## src/rtl/ysyx_23060124_lsu_axi_bridge_pkg.sv

```systemverilog
// Shared size codes, bus response codes and FSM encoding for the LSU-to-AXI4-Lite bridge.
package ysyx_23060124_lsu_axi_bridge_pkg;

  localparam logic [1:0] LSU_SZ_B      = 2'b00;
  localparam logic [1:0] LSU_SZ_H      = 2'b01;
  localparam logic [1:0] LSU_SZ_W      = 2'b10;
  localparam logic [1:0] AXI_RESP_OKAY = 2'b00;

  typedef enum logic [2:0] {
    ST_IDLE = 3'd0,
    ST_RD_A = 3'd1,
    ST_RD_D = 3'd2,
    ST_WR   = 3'd3,
    ST_WR_B = 3'd4,
    ST_RESP = 3'd5
  } state_e;

  // Byte-lane mask of an access at lane 0; the illegal size code yields no lanes.
  function automatic logic [3:0] size_strb(input logic [1:0] size);
    case (size)
      LSU_SZ_B: size_strb = 4'b0001;
      LSU_SZ_H: size_strb = 4'b0011;
      LSU_SZ_W: size_strb = 4'b1111;
      default:  size_strb = 4'b0000;
    endcase
  endfunction

endpackage

```

## src/rtl/ysyx_23060124_lsu_axi_bridge_if.sv

```systemverilog
// LSU request/response channel and AXI4-Lite channel bundles used by the bridge.
interface ysyx_23060124_lsu_axi_bridge_lsu_if #(
  parameter int ADDR_W = 32,
  parameter int DATA_W = 32
);
  logic              req_valid;
  logic              req_ready;
  logic [ADDR_W-1:0] req_addr;
  logic [DATA_W-1:0] req_wdata;
  logic              req_ren;
  logic              req_wen;
  logic [1:0]        req_size;
  logic              rsp_valid;
  logic              rsp_ready;
  logic [DATA_W-1:0] rsp_rdata;
  logic              rsp_err;

  modport master (
    output req_valid, req_addr, req_wdata, req_ren, req_wen, req_size, rsp_ready,
    input  req_ready, rsp_valid, rsp_rdata, rsp_err
  );
  modport slave (
    input  req_valid, req_addr, req_wdata, req_ren, req_wen, req_size, rsp_ready,
    output req_ready, rsp_valid, rsp_rdata, rsp_err
  );
endinterface

interface ysyx_23060124_lsu_axi_bridge_axi_if #(
  parameter int ADDR_W = 32,
  parameter int DATA_W = 32
);
  logic [ADDR_W-1:0]   araddr;
  logic                arvalid;
  logic                arready;
  logic [DATA_W-1:0]   rdata;
  logic [1:0]          rresp;
  logic                rvalid;
  logic                rready;
  logic [ADDR_W-1:0]   awaddr;
  logic                awvalid;
  logic                awready;
  logic [DATA_W-1:0]   wdata;
  logic [DATA_W/8-1:0] wstrb;
  logic                wvalid;
  logic                wready;
  logic [1:0]          bresp;
  logic                bvalid;
  logic                bready;

  modport master (
    output araddr, arvalid, rready, awaddr, awvalid, wdata, wstrb, wvalid, bready,
    input  arready, rdata, rresp, rvalid, awready, wready, bresp, bvalid
  );
  modport slave (
    input  araddr, arvalid, rready, awaddr, awvalid, wdata, wstrb, wvalid, bready,
    output arready, rdata, rresp, rvalid, awready, wready, bresp, bvalid
  );
endinterface

```

## src/rtl/ysyx_23060124_lsu_axi_bridge_lane_align.sv

```systemverilog
// Byte-lane steering between right-aligned LSU data and the 32-bit bus, plus alignment check.
module ysyx_23060124_lsu_lane_align
  import ysyx_23060124_lsu_axi_bridge_pkg::*;
(
  input  logic [1:0]  i_off,
  input  logic [1:0]  i_size,
  input  logic [31:0] i_wdata,
  input  logic [31:0] i_rdata,
  output logic [3:0]  o_wstrb,
  output logic [31:0] o_wdata,
  output logic [31:0] o_rdata,
  output logic        o_misalign
);
  logic [4:0] w_shamt;

  assign w_shamt = {i_off, 3'b000};
  assign o_wdata = i_wdata << w_shamt;
  assign o_rdata = i_rdata >> w_shamt;
  assign o_wstrb = size_strb(i_size) << i_off;

  always_comb begin
    case (i_size)
      LSU_SZ_B: o_misalign = 1'b0;
      LSU_SZ_H: o_misalign = i_off[0];
      LSU_SZ_W: o_misalign = (i_off != 2'b00);
      default:  o_misalign = 1'b1;
    endcase
  end
endmodule

```

## src/rtl/ysyx_23060124_lsu_axi_bridge.sv

```systemverilog
// Runs one LSU load/store at a time as a single AXI4-Lite transaction and returns data/status.
module ysyx_23060124_lsu_axi_bridge
  import ysyx_23060124_lsu_axi_bridge_pkg::*;
#(
  parameter int ADDR_W = 32,
  parameter int DATA_W = 32
)(
  input  logic                               i_clk,
  input  logic                               i_rst_n,
  ysyx_23060124_lsu_axi_bridge_lsu_if.slave  lsu,
  ysyx_23060124_lsu_axi_bridge_axi_if.master axi
);
  state_e              r_state;
  state_e              w_state_next;
  logic [ADDR_W-1:0]   r_addr;
  logic [1:0]          r_off;
  logic [DATA_W-1:0]   r_wdata;
  logic [DATA_W/8-1:0] r_wstrb;
  logic [DATA_W-1:0]   r_rdata;
  logic                r_err;
  logic                r_aw_done;
  logic                r_w_done;

  logic [1:0]          w_off;
  logic [3:0]          w_wstrb;
  logic [31:0]         w_wdata;
  logic [31:0]         w_rdata_al;
  logic                w_misalign;
  logic                w_accept;
  logic                w_illegal;
  logic                w_aw_hs;
  logic                w_w_hs;
  logic                w_aw_fin;
  logic                w_w_fin;

  // While idle the aligner sees the incoming request; afterwards the captured byte offset.
  assign w_off = (r_state == ST_IDLE) ? lsu.req_addr[1:0] : r_off;

  ysyx_23060124_lsu_lane_align u_align (
    .i_off      (w_off),
    .i_size     (lsu.req_size),
    .i_wdata    (lsu.req_wdata),
    .i_rdata    (axi.rdata),
    .o_wstrb    (w_wstrb),
    .o_wdata    (w_wdata),
    .o_rdata    (w_rdata_al),
    .o_misalign (w_misalign)
  );

  assign w_accept  = lsu.req_valid && (r_state == ST_IDLE);
  assign w_illegal = w_misalign || (lsu.req_ren == lsu.req_wen);
  assign w_aw_hs   = axi.awvalid && axi.awready;
  assign w_w_hs    = axi.wvalid && axi.wready;
  assign w_aw_fin  = r_aw_done || w_aw_hs;
  assign w_w_fin   = r_w_done || w_w_hs;

  always_ff @(posedge i_clk or negedge i_rst_n) begin
    if (!i_rst_n) r_state <= ST_IDLE;
    else          r_state <= w_state_next;
  end

  always_comb begin
    w_state_next = r_state;
    case (r_state)
      ST_IDLE: if (w_accept) w_state_next = w_illegal ? ST_RESP : (lsu.req_ren ? ST_RD_A : ST_WR);
      ST_RD_A: if (axi.arready) w_state_next = ST_RD_D;
      ST_RD_D: if (axi.rvalid) w_state_next = ST_RESP;
      ST_WR:   if (w_aw_fin && w_w_fin) w_state_next = ST_WR_B;
      ST_WR_B: if (axi.bvalid) w_state_next = ST_RESP;
      ST_RESP: if (lsu.rsp_ready) w_state_next = ST_IDLE;
      default: w_state_next = ST_IDLE;
    endcase
  end

  // Every valid/ready is a decode of registered state, never of an incoming ready.
  always_comb begin
    lsu.req_ready = (r_state == ST_IDLE);
    lsu.rsp_valid = (r_state == ST_RESP);
    lsu.rsp_rdata = r_rdata;
    lsu.rsp_err   = r_err;
    axi.arvalid   = (r_state == ST_RD_A);
    axi.rready    = (r_state == ST_RD_D);
    axi.awvalid   = (r_state == ST_WR) && !r_aw_done;
    axi.wvalid    = (r_state == ST_WR) && !r_w_done;
    axi.bready    = (r_state == ST_WR_B);
    axi.araddr    = r_addr;
    axi.awaddr    = r_addr;
    axi.wdata     = r_wdata;
    axi.wstrb     = r_wstrb;
  end

  always_ff @(posedge i_clk or negedge i_rst_n) begin
    if (!i_rst_n) begin
      r_addr    <= '0;
      r_off     <= '0;
      r_wdata   <= '0;
      r_wstrb   <= '0;
      r_rdata   <= '0;
      r_err     <= 1'b0;
      r_aw_done <= 1'b0;
      r_w_done  <= 1'b0;
    end else begin
      case (r_state)
        ST_IDLE: if (w_accept) begin
          r_addr    <= {lsu.req_addr[ADDR_W-1:2], 2'b00};
          r_off     <= lsu.req_addr[1:0];
          r_wdata   <= w_wdata;
          r_wstrb   <= w_wstrb;
          r_rdata   <= '0;
          r_err     <= w_illegal;
          r_aw_done <= 1'b0;
          r_w_done  <= 1'b0;
        end
        ST_RD_D: if (axi.rvalid) begin
          r_err   <= (axi.rresp != AXI_RESP_OKAY);
          r_rdata <= (axi.rresp == AXI_RESP_OKAY) ? w_rdata_al : '0;
        end
        ST_WR: begin
          if (w_aw_hs) r_aw_done <= 1'b1;
          if (w_w_hs)  r_w_done  <= 1'b1;
        end
        ST_WR_B: if (axi.bvalid) begin
          r_err   <= (axi.bresp != AXI_RESP_OKAY);
          r_rdata <= '0;
        end
        default: ;
      endcase
    end
  end
endmodule

```

## src/flat_wrapper.sv

```systemverilog
// flat-port wrapper written by rule: the top's interface ports become plain ports
module ysyx_23060124_lsu_axi_bridge_flat import ysyx_23060124_lsu_axi_bridge_pkg::*;
#(
  parameter int ADDR_W = 32,
  parameter int DATA_W = 32
)
  (i_clk, i_rst_n, lsu_req_valid, lsu_req_addr, lsu_req_wdata, lsu_req_ren, lsu_req_wen, lsu_req_size, lsu_rsp_ready, lsu_req_ready, lsu_rsp_valid, lsu_rsp_rdata, lsu_rsp_err, axi_araddr, axi_arvalid, axi_rready, axi_awaddr, axi_awvalid, axi_wdata, axi_wstrb, axi_wvalid, axi_bready, axi_arready, axi_rdata, axi_rresp, axi_rvalid, axi_awready, axi_wready, axi_bresp, axi_bvalid);
  ysyx_23060124_lsu_axi_bridge_lsu_if #(.ADDR_W(ADDR_W), .DATA_W(DATA_W)) lsu_i ();
  ysyx_23060124_lsu_axi_bridge_axi_if #(.ADDR_W(ADDR_W), .DATA_W(DATA_W)) axi_i ();
  input  logic i_clk;
  input  logic i_rst_n;
  input wire logic [$bits(lsu_i.req_valid)-1:0] lsu_req_valid;
  input wire logic [$bits(lsu_i.req_addr)-1:0] lsu_req_addr;
  input wire logic [$bits(lsu_i.req_wdata)-1:0] lsu_req_wdata;
  input wire logic [$bits(lsu_i.req_ren)-1:0] lsu_req_ren;
  input wire logic [$bits(lsu_i.req_wen)-1:0] lsu_req_wen;
  input wire logic [$bits(lsu_i.req_size)-1:0] lsu_req_size;
  input wire logic [$bits(lsu_i.rsp_ready)-1:0] lsu_rsp_ready;
  output wire logic [$bits(lsu_i.req_ready)-1:0] lsu_req_ready;
  output wire logic [$bits(lsu_i.rsp_valid)-1:0] lsu_rsp_valid;
  output wire logic [$bits(lsu_i.rsp_rdata)-1:0] lsu_rsp_rdata;
  output wire logic [$bits(lsu_i.rsp_err)-1:0] lsu_rsp_err;
  output wire logic [$bits(axi_i.araddr)-1:0] axi_araddr;
  output wire logic [$bits(axi_i.arvalid)-1:0] axi_arvalid;
  output wire logic [$bits(axi_i.rready)-1:0] axi_rready;
  output wire logic [$bits(axi_i.awaddr)-1:0] axi_awaddr;
  output wire logic [$bits(axi_i.awvalid)-1:0] axi_awvalid;
  output wire logic [$bits(axi_i.wdata)-1:0] axi_wdata;
  output wire logic [$bits(axi_i.wstrb)-1:0] axi_wstrb;
  output wire logic [$bits(axi_i.wvalid)-1:0] axi_wvalid;
  output wire logic [$bits(axi_i.bready)-1:0] axi_bready;
  input wire logic [$bits(axi_i.arready)-1:0] axi_arready;
  input wire logic [$bits(axi_i.rdata)-1:0] axi_rdata;
  input wire logic [$bits(axi_i.rresp)-1:0] axi_rresp;
  input wire logic [$bits(axi_i.rvalid)-1:0] axi_rvalid;
  input wire logic [$bits(axi_i.awready)-1:0] axi_awready;
  input wire logic [$bits(axi_i.wready)-1:0] axi_wready;
  input wire logic [$bits(axi_i.bresp)-1:0] axi_bresp;
  input wire logic [$bits(axi_i.bvalid)-1:0] axi_bvalid;
  assign lsu_i.req_valid = lsu_req_valid;
  assign lsu_i.req_addr = lsu_req_addr;
  assign lsu_i.req_wdata = lsu_req_wdata;
  assign lsu_i.req_ren = lsu_req_ren;
  assign lsu_i.req_wen = lsu_req_wen;
  assign lsu_i.req_size = lsu_req_size;
  assign lsu_i.rsp_ready = lsu_rsp_ready;
  assign lsu_req_ready = lsu_i.req_ready;
  assign lsu_rsp_valid = lsu_i.rsp_valid;
  assign lsu_rsp_rdata = lsu_i.rsp_rdata;
  assign lsu_rsp_err = lsu_i.rsp_err;
  assign axi_araddr = axi_i.araddr;
  assign axi_arvalid = axi_i.arvalid;
  assign axi_rready = axi_i.rready;
  assign axi_awaddr = axi_i.awaddr;
  assign axi_awvalid = axi_i.awvalid;
  assign axi_wdata = axi_i.wdata;
  assign axi_wstrb = axi_i.wstrb;
  assign axi_wvalid = axi_i.wvalid;
  assign axi_bready = axi_i.bready;
  assign axi_i.arready = axi_arready;
  assign axi_i.rdata = axi_rdata;
  assign axi_i.rresp = axi_rresp;
  assign axi_i.rvalid = axi_rvalid;
  assign axi_i.awready = axi_awready;
  assign axi_i.wready = axi_wready;
  assign axi_i.bresp = axi_bresp;
  assign axi_i.bvalid = axi_bvalid;
  ysyx_23060124_lsu_axi_bridge #(.ADDR_W(ADDR_W), .DATA_W(DATA_W)) u_core (.i_clk(i_clk), .i_rst_n(i_rst_n), .lsu(lsu_i), .axi(axi_i));
endmodule
```

## config.mk

```make
export PLATFORM = sky130hd
export DESIGN_NAME = ysyx_23060124_lsu_axi_bridge_flat
export DESIGN_NICKNAME = d
export VERILOG_FILES = /design/src/rtl/ysyx_23060124_lsu_axi_bridge_pkg.sv /design/src/rtl/ysyx_23060124_lsu_axi_bridge_if.sv /design/src/rtl/ysyx_23060124_lsu_axi_bridge_lane_align.sv /design/src/rtl/ysyx_23060124_lsu_axi_bridge.sv /design/src/flat_wrapper.sv
export SDC_FILE = /design/constraint.sdc
export NUM_CORES = 1
export LEC_CHECK = 0
export ABC_AREA = 1
export BUFFER_PORTS_ARGS = -buffer_cell sky130_fd_sc_hd__buf_2
export CORE_MARGIN = 2
export CORE_UTILIZATION = 45
export DETAILED_ROUTE_END_ITERATION = 6
export PLACE_DENSITY = 0.77
export SETUP_SLACK_MARGIN = 0.1
export SYNTH_ARGS = -nofsm -noshare
export SYNTH_HDL_FRONTEND = slang
export SYNTH_SLANG_ARGS = --single-unit
```

## constraint.sdc

```tcl
create_clock -name i_clk -period 4.4 [get_ports i_clk]
set_clock_uncertainty 0.2 [all_clocks]
set_input_delay 1.32 -clock i_clk [delete_from_list [all_inputs] [get_ports i_clk]]
set_output_delay 1.32 -clock i_clk [all_outputs]
set_load 0.05 [all_outputs]
```

==> results.sh <==
export IMPL_r2r_end="u_core.r_state[2]$_DFFE_PN0P_"
export IMPL_regArea_um2=2650
export IMPL_multi_input_area_um2=2240
export IMPL_max_vdd_ir_drop_mv=0.358
export IMPL_outcome="finished, final reports clean"
export IMPL_synth_top_area_share=0.486
export IMPL_vias_per_cell=5.01
export IMPL_dr_total_vias=5367
export IMPL_drive_above_1_share=0.310
export IMPL_rows=40
export IMPL_dr_first_iter_drc_count=360
export IMPL_ctsHoldBuffers=0
export IMPL_synth_area_leaders="dfrtp_1 49%, nand2_1 24%, buf_4 5.1%"
export IMPL_max_slew_margin=0.448
export IMPL_nets=1037
export IMPL_syn_area_per_cell_um2=7.59
export IMPL_ys_seq_elements=106
export IMPL_portBuffers=248
export IMPL_ant_nets=0
export IMPL_core_area_um2=11900
export IMPL_r2r_slack_ns=1.73
export IMPL_grt_max_degree=65
export IMPL_drt_total_wl_mm=15.2
export IMPL_clock_latency_ns=0.33
export IMPL_yosys_warnings=0
export IMPL_die_h_um=114
export IMPL_cts_tree="built"
export IMPL_gp_congestion=0.904
export IMPL_min_path_type="register to register"
export IMPL_fmax_ghz=0.315
export IMPL_cts_setup_buffers=0
export IMPL_rr_worst_depth=11
export IMPL_min_from="u_core.axi.wdata[21]$_DFFE_PN0P_"
export IMPL_drt_drc_violations_left=0
export IMPL_end_kind="output port"
export IMPL_yosysUniqueCellTypes=29
export IMPL_reg2reg_from="u_core.r_state[1]$_DFFE_PN0P_"
export IMPL_whs_ns=0.274
export IMPL_required_ns=2.88
export IMPL_antenna_found_initial=0
export IMPL_clockBufferDepth=2
export IMPL_power_density_nw_per_um2=887
export IMPL_worstMarginPinSlew_ns=0.828
export IMPL_yosysTopAreaCell="dfrtp_1"
export IMPL_synthCells=720
export IMPL_cp_arrival_ns=1.66
export IMPL_die_area_um2=13000
export IMPL_post_dp_hpwl_mm=11.2
export IMPL_path_class="register to output port"
export IMPL_cts_resized=0
export IMPL_ys_seq_area_frac=0.486
export IMPL_htree_num_levels=3
export IMPL_hold_path_cell_count=2
export IMPL_grt_pass1_vias=4932
export IMPL_nFillCells=1152
export IMPL_crit_fanout=5
export IMPL_grt_overflow=0
export IMPL_cts_root_buf="clkbuf_16"
export IMPL_path_clk_slew_ns=0.07
export IMPL_synth_area_um2=5460
export IMPL_first_pass_iters=5
export IMPL_grt_pass1_wl_mm=24.1
export IMPL_tns_ns=0
export IMPL_finalHoldViolations=0
export IMPL_grt_usage=0.234
export IMPL_cts_sinks=106
export IMPL_diodes=0
export IMPL_final_max_slew_viol_count=0
export IMPL_dieWidth_um=114
export IMPL_wl_per_cell_um=14.2
export IMPL_leakagePower_uw=0.00399
export IMPL_cts_made_buffers=9
export IMPL_cp_start_kind="register"
export IMPL_syn2layout_area_growth_pct=24.5
export IMPL_hold_end="u_core.axi.wdata[21]$_DFFE_PN0P_"
export IMPL_finalCritPeriodShare=0.723
export IMPL_layout_min_cycle_time_ns=3.18
export IMPL_rsz0062_at_grt="false"
export IMPL_setup_viol=0
export IMPL_start_util=0.459
export IMPL_io_pins=253
export IMPL_max_cap_violations=0
[metal layers]
metal | GRT usage | share of wire | vias to the layer above
met2 | 0.415 | 0.50 | 245
met1 | 0.288 | 0.40 | 2472
met5 | 0 | 0 | -
li1 | - | - | 2629
met3 | 0.0445 | 0.086 | 21
met4 | 0.0772 | 0.018 | 0
[stage by stage]
stage / util / area (um2) / setup slack, ns / total power (uW) / instances
3_5_place_dp: 0.546 / 6510 / 0.993 / 5240 / 1057
5_1_grt: 0.571 / 6800 / 1.11 / 6430 / 1072
2_1_floorplan: - / 5470 / 1.23 / 4640 / 723
4_1_cts: 0.571 / 6800 / 1.21 / 6070 / 1072
6_report: 0.571 / 6800 / 1.22 / 6030 / 1072
3_3_place_gp: 0.546 / 6510 / 1.05 / 5210 / 1057
[state kept, by name, indices dropped and copies added, names as in the netlist, 2 cells and up]
name	cells
u_core.r_state	3
u_core.axi.araddr	30
u_core.axi.wdata	32
u_core.lsu.rsp_rdata	32
u_core.r_off	2
u_core.axi.wstrb	4
[cells by family (layout without fill, tap and decap cells)]
kind of cell	count (synthesis)	in the layout	synth area share
AND/OR/NAND/NOR	413	413	0.304
flip-flops	106	106	0.486
buffers and inverters	104	306	0.107
AO/OA/AOI/OAI	92	92	0.0942
adder cells (fa/ha/maj)	3	3	0.00687
other	1	4	0.000687
XOR/XNOR	1	1	0.00160
[cell type report]
class | instances | share of cell area
multi-input combinational | 513 | 0.329
clock inverter | 4 | 0.00754
inverter | 36 | 0.0201
timing repair buffer | 255 | 0.191
sequential | 106 | 0.390
clock buffer | 11 | 0.0357
tap | 147 | 0.0270
[how the worst max path moves through the flow]
| stage | start | endpoint |
|---|---|---|
| finish | u_core.r_state[1]$_DFFE_PN0P_ | axi_wvalid |
| global route | lsu_req_addr[0] | u_core.r_state[2]$_DFFE_PN0P_ |
| CTS | u_core.r_state[1]$_DFFE_PN0P_ | axi_wvalid |
| detailed placement | lsu_req_addr[0] | u_core.r_state[2]$_DFFE_PN0P_ |
| global placement | lsu_req_addr[0] | u_core.r_state[2]$_DFFE_PN0P_ |
| floorplan | u_core.r_state[0]$_DFFE_PN0P_ | lsu_rsp_valid |
[critical path, cell delays in order (launching register included)]
cell and delay, ns:
dfrtp_1 0.48, inv_1 0.11, nor3_1 0.23, inv_1 0.08, nor2_1 0.14, buf_2 0.28
[layout by cell type (no fill, tap or decap), types with 2 or more instances in the layout]
cell,n
nand2_1,345
o21ai_1,36
nor2_4,3
nor2_1,18
a21oi_1,11
ha_1,3
clkinv_2,2
inv_1,28
inv_2,6
nand2_4,2
buf_4,8
clkbuf_16,9
nand2_2,3
buf_2,247
nor3_1,4
dfrtp_1,106
o21ai_0,29
o22ai_1,2
conb_1,4
nand3_1,36
a22o_1,12
[synth_stat cells, drive strengths merged]
cell and n:
clkbuf 10, nand3 37, dfrtp 106, o22ai 2, a21oi 11, o211ai 1, clkinv 2, xnor2 1
nand2 350, inv 34, ha 3, nor3 4, nor2 22, conb 1, buf 58, o21ai 66
a22o 12
[report_power, final]
part	switching (uW)	internal, uW
combinational	2930	790
sequential	217	1290
clock	353	455
total	3500	2540
No activity file was read; power rests on OpenSTA's default activity.
